==> src/rtl/shift_sched_pkg.sv <==
`default_nettype none
// ============================================================================
//  Module      : shift_sched_pkg
//  Description : Shared types and constants for the shared shift scheduler.
//  Revision    : 1.0 - initial release
// ============================================================================
package shift_sched_pkg;

  // Shift operation requested by a requester.
  typedef enum logic [1:0] {
    OP_SHL  = 2'd0,
    OP_SHR  = 2'd1,
    OP_ASHR = 2'd2,
    OP_NOP  = 2'd3
  } op_e;

  // Scheduler control states.
  typedef enum logic [1:0] {
    IDLE  = 2'd0,
    SHIFT = 2'd1,
    RESP  = 2'd2
  } state_e;

  // Largest shift a single datapath pass can apply.
  localparam int PASS_MAX = 7;

endpackage
`default_nettype wire

==> src/rtl/shift_rr_arb.sv <==
`default_nettype none
// ============================================================================
//  Module      : shift_rr_arb
//  Description : Combinational round-robin arbiter. Grants the first
//                asserted request at or above ptr, wrapping around.
//  Revision    : 1.0 - initial release
// ============================================================================
module shift_rr_arb #(
  parameter int NREQ = 4
) (
  input  logic [NREQ-1:0]         req,
  input  logic [$clog2(NREQ)-1:0] ptr,
  input  logic                    en,
  output logic [NREQ-1:0]         grant,
  output logic [$clog2(NREQ)-1:0] idx
);

  localparam int IW = $clog2(NREQ);

  logic [IW:0]   cand;
  logic          found;

  // Scan requesters starting at the pointer; first hit wins.
  always_comb begin
    grant = '0;
    idx   = '0;
    found = 1'b0;
    cand  = '0;
    for (int k = 0; k < NREQ; k++) begin
      cand = {1'b0, ptr} + (IW+1)'(k);
      if (cand >= (IW+1)'(NREQ)) begin
        cand = cand - (IW+1)'(NREQ);
      end
      if (en && !found && req[cand[IW-1:0]]) begin
        grant[cand[IW-1:0]] = 1'b1;
        idx                 = cand[IW-1:0];
        found               = 1'b1;
      end
    end
  end

endmodule
`default_nettype wire

==> src/rtl/shift_req_sched.sv <==
`default_nettype none
// ============================================================================
//  Module      : shift_req_sched
//  Description : Shares one constant-step shift datapath (0..PASS_MAX bits
//                per pass) among NREQ requesters. Round-robin arbitration,
//                multi-pass sequencing of large amounts, result tagged with
//                the owning requester id.
//  Revision    : 1.0 - initial release
// ============================================================================
module shift_req_sched #(
  parameter int NREQ     = 4,
  parameter int DW       = 8,
  parameter int AW       = 4,
  parameter int PASS_MAX = shift_sched_pkg::PASS_MAX
) (
  input  logic                    clk,
  input  logic                    rst_n,
  input  logic [NREQ-1:0]         req_valid,
  output logic [NREQ-1:0]         req_ready,
  input  logic [2*NREQ-1:0]       req_op,
  input  logic [DW*NREQ-1:0]      req_data,
  input  logic [AW*NREQ-1:0]      req_amt,
  output logic                    rsp_valid,
  input  logic                    rsp_ready,
  output logic [$clog2(NREQ)-1:0] rsp_id,
  output logic [DW-1:0]           rsp_data,
  output logic                    busy
);

  import shift_sched_pkg::*;

  localparam int IW = $clog2(NREQ);

  state_e          state;
  state_e          state_nx;

  logic [1:0]      op_arr   [NREQ];
  logic [DW-1:0]   data_arr [NREQ];
  logic [AW-1:0]   amt_arr  [NREQ];

  logic [NREQ-1:0] grant;
  logic [IW-1:0]   gidx;
  logic            accept;

  logic [IW-1:0]   ptr;
  logic [DW-1:0]   acc;
  logic [AW-1:0]   rem;
  op_e             op_q;
  logic [IW-1:0]   id_q;
  logic            rsp_valid_q;

  logic [AW-1:0]   step;
  logic [AW-1:0]   rem_nx;
  logic [DW-1:0]   acc_nx;
  logic            last_pass;

  // Split the flat requester buses into per-requester fields.
  for (genvar i = 0; i < NREQ; i++) begin : g_unpack
    assign op_arr[i]   = req_op[2*i +: 2];
    assign data_arr[i] = req_data[DW*i +: DW];
    assign amt_arr[i]  = req_amt[AW*i +: AW];
  end

  shift_rr_arb #(
    .NREQ (NREQ)
  ) u_arb (
    .req   (req_valid),
    .ptr   (ptr),
    .en    (state == IDLE),
    .grant (grant),
    .idx   (gidx)
  );

  // Grants are only visible in IDLE; forced low while reset is asserted.
  assign req_ready = rst_n ? grant : '0;
  assign accept    = |grant;

  // One datapath pass: clip the remaining amount and shift per the latched op.
  always_comb begin
    step      = (rem > AW'(PASS_MAX)) ? AW'(PASS_MAX) : rem;
    rem_nx    = rem - step;
    last_pass = (rem_nx == '0);
    case (op_q)
      OP_SHL:  acc_nx = acc << step;
      OP_SHR:  acc_nx = acc >> step;
      OP_ASHR: acc_nx = $signed(acc) >>> step;
      default: acc_nx = acc;
    endcase
  end

  // State register.
  always_ff @(posedge clk or negedge rst_n) begin
    if (!rst_n) begin
      state <= IDLE;
    end else begin
      state <= state_nx;
    end
  end

  // Next-state decode and status output.
  always_comb begin
    state_nx = state;
    busy     = 1'b0;
    case (state)
      IDLE: begin
        if (accept) begin
          state_nx = SHIFT;
        end
      end
      SHIFT: begin
        busy = 1'b1;
        if (last_pass) begin
          state_nx = RESP;
        end
      end
      RESP: begin
        busy = 1'b1;
        if (rsp_ready) begin
          state_nx = IDLE;
        end
      end
      default: state_nx = IDLE;
    endcase
  end

  // Datapath: latch the granted request, iterate passes, hold the response.
  always_ff @(posedge clk or negedge rst_n) begin
    if (!rst_n) begin
      ptr         <= '0;
      acc         <= '0;
      rem         <= '0;
      op_q        <= OP_SHL;
      id_q        <= '0;
      rsp_valid_q <= 1'b0;
    end else begin
      case (state)
        IDLE: begin
          if (accept) begin
            acc  <= data_arr[gidx];
            rem  <= amt_arr[gidx];
            op_q <= op_e'(op_arr[gidx]);
            id_q <= gidx;
            ptr  <= (gidx == IW'(NREQ-1)) ? '0 : gidx + IW'(1);
          end
        end
        SHIFT: begin
          acc <= acc_nx;
          rem <= rem_nx;
          if (last_pass) begin
            rsp_valid_q <= 1'b1;
          end
        end
        RESP: begin
          if (rsp_ready) begin
            rsp_valid_q <= 1'b0;
          end
        end
        default: ;
      endcase
    end
  end

  assign rsp_valid = rsp_valid_q;
  assign rsp_data  = acc;
  assign rsp_id    = id_q;

endmodule
`default_nettype wire

==> config.mk <==
export PLATFORM = sky130hd
export DESIGN_NAME = shift_req_sched
export DESIGN_NICKNAME = d
export VERILOG_FILES = /design/src/rtl/shift_sched_pkg.sv /design/src/rtl/shift_rr_arb.sv /design/src/rtl/shift_req_sched.sv
export SDC_FILE = /design/constraint.sdc
export NUM_CORES = 1
export LEC_CHECK = 0
export ABC_CLOCK_PERIOD_IN_PS = 5600
export CORE_MARGIN = 2
export CORE_UTILIZATION = 39
export CTS_BUF_LIST = sky130_fd_sc_hd__clkbuf_2
export CTS_CLUSTER_SIZE = 8
export DETAILED_ROUTE_END_ITERATION = 8
export GPL_TIMING_DRIVEN = 0
export PLACE_DENSITY_LB_ADDON = 0.05
export SYNTH_ARGS = -nofsm -noshare
export SYNTH_HDL_FRONTEND = slang
export SYNTH_SLANG_ARGS = --single-unit
export TNS_END_PERCENT = 10
==> constraint.sdc <==
create_clock -name clk -period 5.6 [get_ports clk]
set_clock_uncertainty 0.1 [all_clocks]
set_input_delay 0.84 -clock clk [delete_from_list [all_inputs] [get_ports clk]]
set_output_delay 0.84 -clock clk [all_outputs]
set_load 0.05 [all_outputs]
==> results of run 1 <==
==> worst register-to-register path: stages (launching register included) <==
cell     delay [ns]
dfrtp_1        0.47
buf_2          0.24
inv_1          0.14
ha_1           0.47
mux4_2         0.47
or2_2          0.36
o21ai_1        0.70
mux4_2         0.42
and2_0         0.16
o32a_1         0.32
==> path summary, 6_finish.rpt <==
path                                        from                 endpoint  slack, ns
min in group asynchronous                  rst_n  rsp_data[0]$_DFFE_PN0P_       0.92
hold reg to reg            rsp_valid$_DFFE_PN0P_    rsp_valid$_DFFE_PN0P_       0.44
hold / removal             rsp_valid$_DFFE_PN0P_    rsp_valid$_DFFE_PN0P_       0.44
max in group asynchronous                  rst_n    rsp_id[1]$_DFFE_PN0P_       3.76
setup reg to reg              ptr[0]$_DFFE_PN0P_  rsp_data[1]$_DFFE_PN0P_       1.72
setup / recovery              ptr[0]$_DFFE_PN0P_             req_ready[2]       0.75
==> layout by cell type, fill, tap and decap left out, types with 7 or more instances in the layout <==
| cell type | instances |
|---|---|
| a21oi_1 | 20 |
| mux2i_1 | 24 |
| clkdlybuf4s50_1 | 76 |
| mux2_2 | 10 |
| dfrtp_1 | 21 |
| o32ai_1 | 7 |
| clkbuf_1 | 17 |
| a211o_1 | 7 |
| nand2_1 | 27 |
| inv_1 | 17 |
| o21ai_0 | 22 |
| nand3_1 | 13 |
| ha_1 | 15 |
| nor2_1 | 15 |
| mux4_2 | 11 |
| a21boi_0 | 8 |
==> per-stage QoR <==
step                      hold WS [ns]  setup slack (ns)  cell area, um^2  instances  power, mW
final                            0.437             0.754             3820        524       2.65
after global routing             0.471             0.529             3820        524       2.86
after CTS                        0.440             0.765             3820        524       2.65
after detailed placement         0.382             0.929             3800        520       2.57
after global placement           0.385             0.989             3800        520       2.56
after floorplan                  0.381              2.01             2920        345       1.98
==> logic make-up (layout without fill, tap and decap cells) <==
logic type      Yosys count  in the layout
xor+xnor                  2              2
simple gates            102            102
buf+inv                  46            126
mux                      45             45
flops                    21             21
compound gates          114            114
fa+ha+maj                15             15
==> sequential cells by signal, summed over array words and instances, names as in the netlist <==
name / cells
op_q: 2
ptr: 2
rem: 4
rsp_data: 8
rsp_id: 2
rsp_valid: 1
state: 2
==> power by group <==
group | switching, mW | internal, mW | total (mW)
clock | 0.0559 | 0.0162 | 0.0720
combinational | 1.30 | 0.938 | 2.24
sequential | 0.102 | 0.236 | 0.338
==> metal layers <==
metal,global-route usage,wire length [um],share of wire,vias up
li1,-,-,-,1461
met1,0.313,4320,0.45,1449
met2,0.403,4470,0.47,135
met3,0.0442,684,0.071,14
met4,0.0372,98,0.010,0
met5,0,0,0,-
==> cell type report <==
cell class	count	area, um^2	area share
Buffer	29	150	0.0393
Clock buffer	3	15.0	0.00393
Clock inverter	1	5.00	0.00131
Inverter	17	63.8	0.0167
Multi-Input combinational cell	278	2180	0.570
Sequential cell	21	526	0.137
Tap cell	99	124	0.0324
Timing Repair Buffer	76	761	0.199
==> impl_metrics.env, run 1 <==
export IMPL_synth_area_um2=2920
export IMPL_slowest_delay_ns=0.80
export IMPL_yosysWarnings=0
export IMPL_syn_area_per_cell_um2=8.46
export IMPL_cts_resized=0
export IMPL_initial_core_util=0.402
export IMPL_path_class="flip-flop to primary output"
export IMPL_finalSetupTns_ns=0
export IMPL_rr_worst_depth=9
export IMPL_slew_violations=0
export IMPL_ys_flop_type="dfrtp_1"
export IMPL_cts_buffers=3
export IMPL_synth_top_area_frac=0.180
export IMPL_clockBufferDepth=2
export IMPL_drive_gt1_frac=0.111
export IMPL_worstPathCellList="buf_2 > inv_1 > ha_1 > mux4_2 > nor3b_1 > a221o_1 > and2_1 > clkdlybuf4s50_1"
export IMPL_muxShareOfSynthArea=0.206
export IMPL_synth_top_family_by_area="compound AO/OA/AOI/OAI gates"
export IMPL_numClockSinks=21
export IMPL_end_kind="primary output"
export IMPL_die_h_um=90.5
export IMPL_yosysTopAreaCell="dfrtp_1"
export IMPL_ys_seq_area_frac=0.180
export IMPL_synth_common_cells="nand2_1, mux2i_1, o21ai_0, dfrtp_1, a21oi_1"
export IMPL_hold_depth=2
export IMPL_fin_util=0.527
export IMPL_status="completed"
export IMPL_clk_latency_ns=0.37
export IMPL_yosysMostFrequentCell="nand2_1"
export IMPL_dr_pass1_iters=5
export IMPL_rows=31
export IMPL_drtIter0Drc=295
export IMPL_port_buffers=76
export IMPL_overflow=0
export IMPL_place_gp_congestion=0.942
export IMPL_tritoncts="done"
export IMPL_vias=3059
export IMPL_n_antenna_cell=0
export IMPL_syn_nets=423
export IMPL_rsz0062_at_grt="no"
export IMPL_wl_per_cell_um=18.3
export IMPL_fp_coreArea_um2=7250
export IMPL_max_cap_violations=0
export IMPL_worstSetupPathDepth=8
export IMPL_cts_setup_buffers=0
export IMPL_clk_pin_slew_ns=0.26
export IMPL_antenna_found_initial=0
export IMPL_dieArea_um2=8190
export IMPL_dpl_hpwl_mm=7.45
export IMPL_cts_max_level=1
export IMPL_area_delta_synth_final_pct=31.0
export IMPL_hp_class="flip-flop to flip-flop"
export IMPL_die_w_um=90.5
export IMPL_peakVddDrop_mv=0.326
export IMPL_fillers=738
export IMPL_crit_family="buffers and inverters"
export IMPL_worstPathArrival_ns=3.91
export IMPL_grt_max_degree=26
export IMPL_drc=0
export IMPL_synthAdderAreaFrac=0.0643
export IMPL_drt_wl_total_mm=9.57
export IMPL_synth_edf_count=0
export IMPL_min_period_ns=4.85
export IMPL_synthArstFlopShare=1.00
export IMPL_tightest_slew_ns=1.13
export IMPL_holdBufCountCts=0
export IMPL_synth_compound_area_frac=0.279
export IMPL_path_buf_inv=3
export IMPL_ys_ff_latch=21
export IMPL_p_per_area_nw_per_um2=693
export IMPL_synth_xor_area_share=0.00600
export IMPL_synth_top_cells_by_area="dfrtp_1, mux4_2, mux2i_1"
export IMPL_p_leak_nw=1.55
export IMPL_finalSetupViolations=0
export IMPL_cp_data_required_time_ns=4.66
export IMPL_fmax_ghz=0.206
export IMPL_grt_pass1_wl_mm=15.8
export IMPL_grt_usage=0.235
export IMPL_critical_path_peak_fanout=9
export IMPL_nets=504
export IMPL_synth_cell_types=62
export IMPL_first_global_vias=3044
export IMPL_via_per_inst=5.84
export IMPL_fin_crit_sh=0.865
export IMPL_syn_inst=345
export IMPL_cts_root_buf="clkbuf_2"
export IMPL_synth_simple_area_share=0.192
export IMPL_ant_nets=0
export IMPL_num_io_pins=79
export IMPL_crit_path_start_kind="flip-flop"
export IMPL_slew_headroom=0.244
export IMPL_hold_viol=0
export IMPL_worst_path_max_delay_cell="clkdlybuf4s50_1"
Power figures use the tool's default switching activity.
==> inputs of run 2 (changes only) <==
ABC_CLOCK_PERIOD_IN_PS = 4000   (was 5600)
CORE_UTILIZATION = 46   (was 39)
PLACE_DENSITY = 0.79   (was not set)
PLACE_DENSITY_LB_ADDON = not set   (was 0.05)
clock period = 4 ns   (was 5.6 ns; I/O delays follow)
==> run 2 against run 1 <==
  * Critical path depth increased by 1
  * Global-route usage increased by 2.7 points
  * Clock power increased by 37%
  * Combinational power increased by 41%
  * Register-to-register slack got worse by 1.5 ns
  * Routed wire length decreased by 3.1%
  * Via count increased by 4.4%
  * Die area decreased by 15%
==> impl_metrics.env, run 2 (synthesis gave the netlist of run 1 again) <==
export IMPL_regToRegStartpoint="ptr[0]$_DFFE_PN0P_"
export IMPL_dp_cells=498
export IMPL_min_period_ns=3.81
export IMPL_initial_core_util=0.468
export IMPL_wl_per_cell_um=18.4
export IMPL_die_w_um=83.7
export IMPL_cp_data_required_time_ns=3.30
export IMPL_n_antenna_cell=0
export IMPL_clk_latency_ns=0.36
export IMPL_top_layer_used="met4"
export IMPL_rows=29
export IMPL_place_gp_congestion=0.969
export IMPL_port_buffers=76
export IMPL_clk_pin_slew_ns=0.24
export IMPL_end_kind="primary output"
export IMPL_dr_pass1_iters=5
export IMPL_holdBufCountCts=0
export IMPL_antenna_found_initial=0
export IMPL_hold_start="rsp_valid$_DFFE_PN0P_"
export IMPL_holdPathEnd="rsp_valid$_DFFE_PN0P_"
export IMPL_fin_hold_ws_ns=0.441
export IMPL_worstReg2RegEnd="rsp_data[1]$_DFFE_PN0P_"
export IMPL_drive_gt1_frac=0.131
export IMPL_nets=505
export IMPL_largest_reg_flops=8
export IMPL_grt_pass1_wl_mm=15.1
export IMPL_hp_class="flip-flop to flip-flop"
export IMPL_path_class="flip-flop to primary output"
export IMPL_dpl_hpwl_mm=7.32
export IMPL_final_common_cell="clkdlybuf4s50_1"
export IMPL_p_total_mw=3.74
export IMPL_via_per_inst=6.35
export IMPL_vias=3193
export IMPL_fin_cells=503
export IMPL_clockBufferDepth=2
export IMPL_drc=0
export IMPL_met1_length_mm=3.77
export IMPL_hold_viol=0
export IMPL_p_per_area_nw_per_um2=974
export IMPL_crit_path_start_kind="flip-flop"
export IMPL_rr_worst_depth=9
export IMPL_slew_headroom=0.240
export IMPL_rrSetupSlack_ns=0.20
export IMPL_worstPathArrival_ns=3.11
export IMPL_dieArea_um2=7000
export IMPL_final_cell_mix="clkdlybuf4s50_1, nand2_1, mux2i_1, o21ai_0, a21oi_1"
export IMPL_num_io_pins=79
export IMPL_met2WireLength_mm=4.57
export IMPL_final_area_um2=3840
export IMPL_overflow=0
export IMPL_hold_depth=2
export IMPL_tightest_slew_ns=1.14
export IMPL_tritoncts="done"
export IMPL_fmax_ghz=0.263
export IMPL_first_global_vias=3054
export IMPL_final_setup_worst_slack_ns=0.195
export IMPL_finalSetupViolations=0
export IMPL_fin_crit_sh=0.951
export IMPL_critical_path_peak_fanout=8
export IMPL_slew_violations=0
export IMPL_peakVddDrop_mv=0.492
export IMPL_cts_root_buf="clkbuf_2"
export IMPL_ant_nets=0
export IMPL_max_cap_violations=0
export IMPL_cts_max_level=1
export IMPL_grt_max_degree=26
export IMPL_grt_usage=0.262
export IMPL_place_ws_ns=-0.158
export IMPL_dpl_cell_area_um2=3780
export IMPL_rsz0062_at_grt="no"
export IMPL_p_leak_nw=1.56
export IMPL_die_h_um=83.7
export IMPL_area_delta_synth_final_pct=31.4
export IMPL_fp_coreArea_um2=6240
export IMPL_status="completed"
export IMPL_numClockSinks=21
export IMPL_wl_met3_um=695
export IMPL_drt_wl_total_mm=9.27
export IMPL_drtIter0Drc=300
export IMPL_cts_buffers=3
-- run 2: through the flow --
step,utilization,setup TNS [ns]
after floorplan,-,0
after global placement,0.605,-0.349
after detailed placement,0.605,-0.579
after CTS,0.611,0
after global routing,0.615,0
final,0.615,0
-- run 2: metal layers --
layer  up-vias  track usage
li1       1468            -
met1      1538        0.330
met2       164        0.461
met3        23       0.0425
met4         0       0.0792
met5         -            0
-- run 2: worst max-delay path: stages, from the launching register on --
cell	delay, ns
dfrtp_2	0.48
buf_2	0.22
inv_1	0.18
ha_4	0.36
mux4_2	0.43
nand3b_1	0.13
a21boi_0	0.10
a221o_1	0.32
and2_1	0.18
clkdlybuf4s15_2	0.34
-- run 2: how the worst max path moves through the flow --
stage / start / endpoint / slack [ns] / cells past startpoint
2_1_floorplan: ptr[0]$_DFFE_PN0P_ / req_ready[3] / 0.73 / 7
3_3_place_gp: req_valid[0] / req_ready[2] / -0.11 / 6
3_5_place_dp: ptr[0]$_DFFE_PN0P_ / req_ready[0] / -0.16 / 8
4_1_cts: ptr[0]$_DFFE_PN0P_ / req_ready[2] / 0.04 / 8
5_1_grt: ptr[0]$_DFFE_PN0P_ / req_ready[0] / 0.04 / 9
6_report: ptr[0]$_DFFE_PN0P_ / req_ready[2] / 0.19 / 9
-- run 2: power breakdown --
group	switching [mW]	internal (mW)
clock	0.0752	0.0232
sequential	0.152	0.332
combinational	1.82	1.34
-- run 2: area by class of cell --
cell class                 count  area (um^2)
fill                         568         2400
timing repair buffer          77          772
clock buffer                   3         15.0
clock inverter                 1         7.51
multi-input combinational    278         2200
tap                           77         96.3
inverter                      17         63.8
sequential                    21          528
buffer                        29          150
-- run 2: what timing repair did --
item | CTS | global route
setup endpoints to repair | 4 | 6
gates resized for setup | 14 | 5
buffers inserted | 0 | 1
endpoints found under the hold margin | 0 | 0
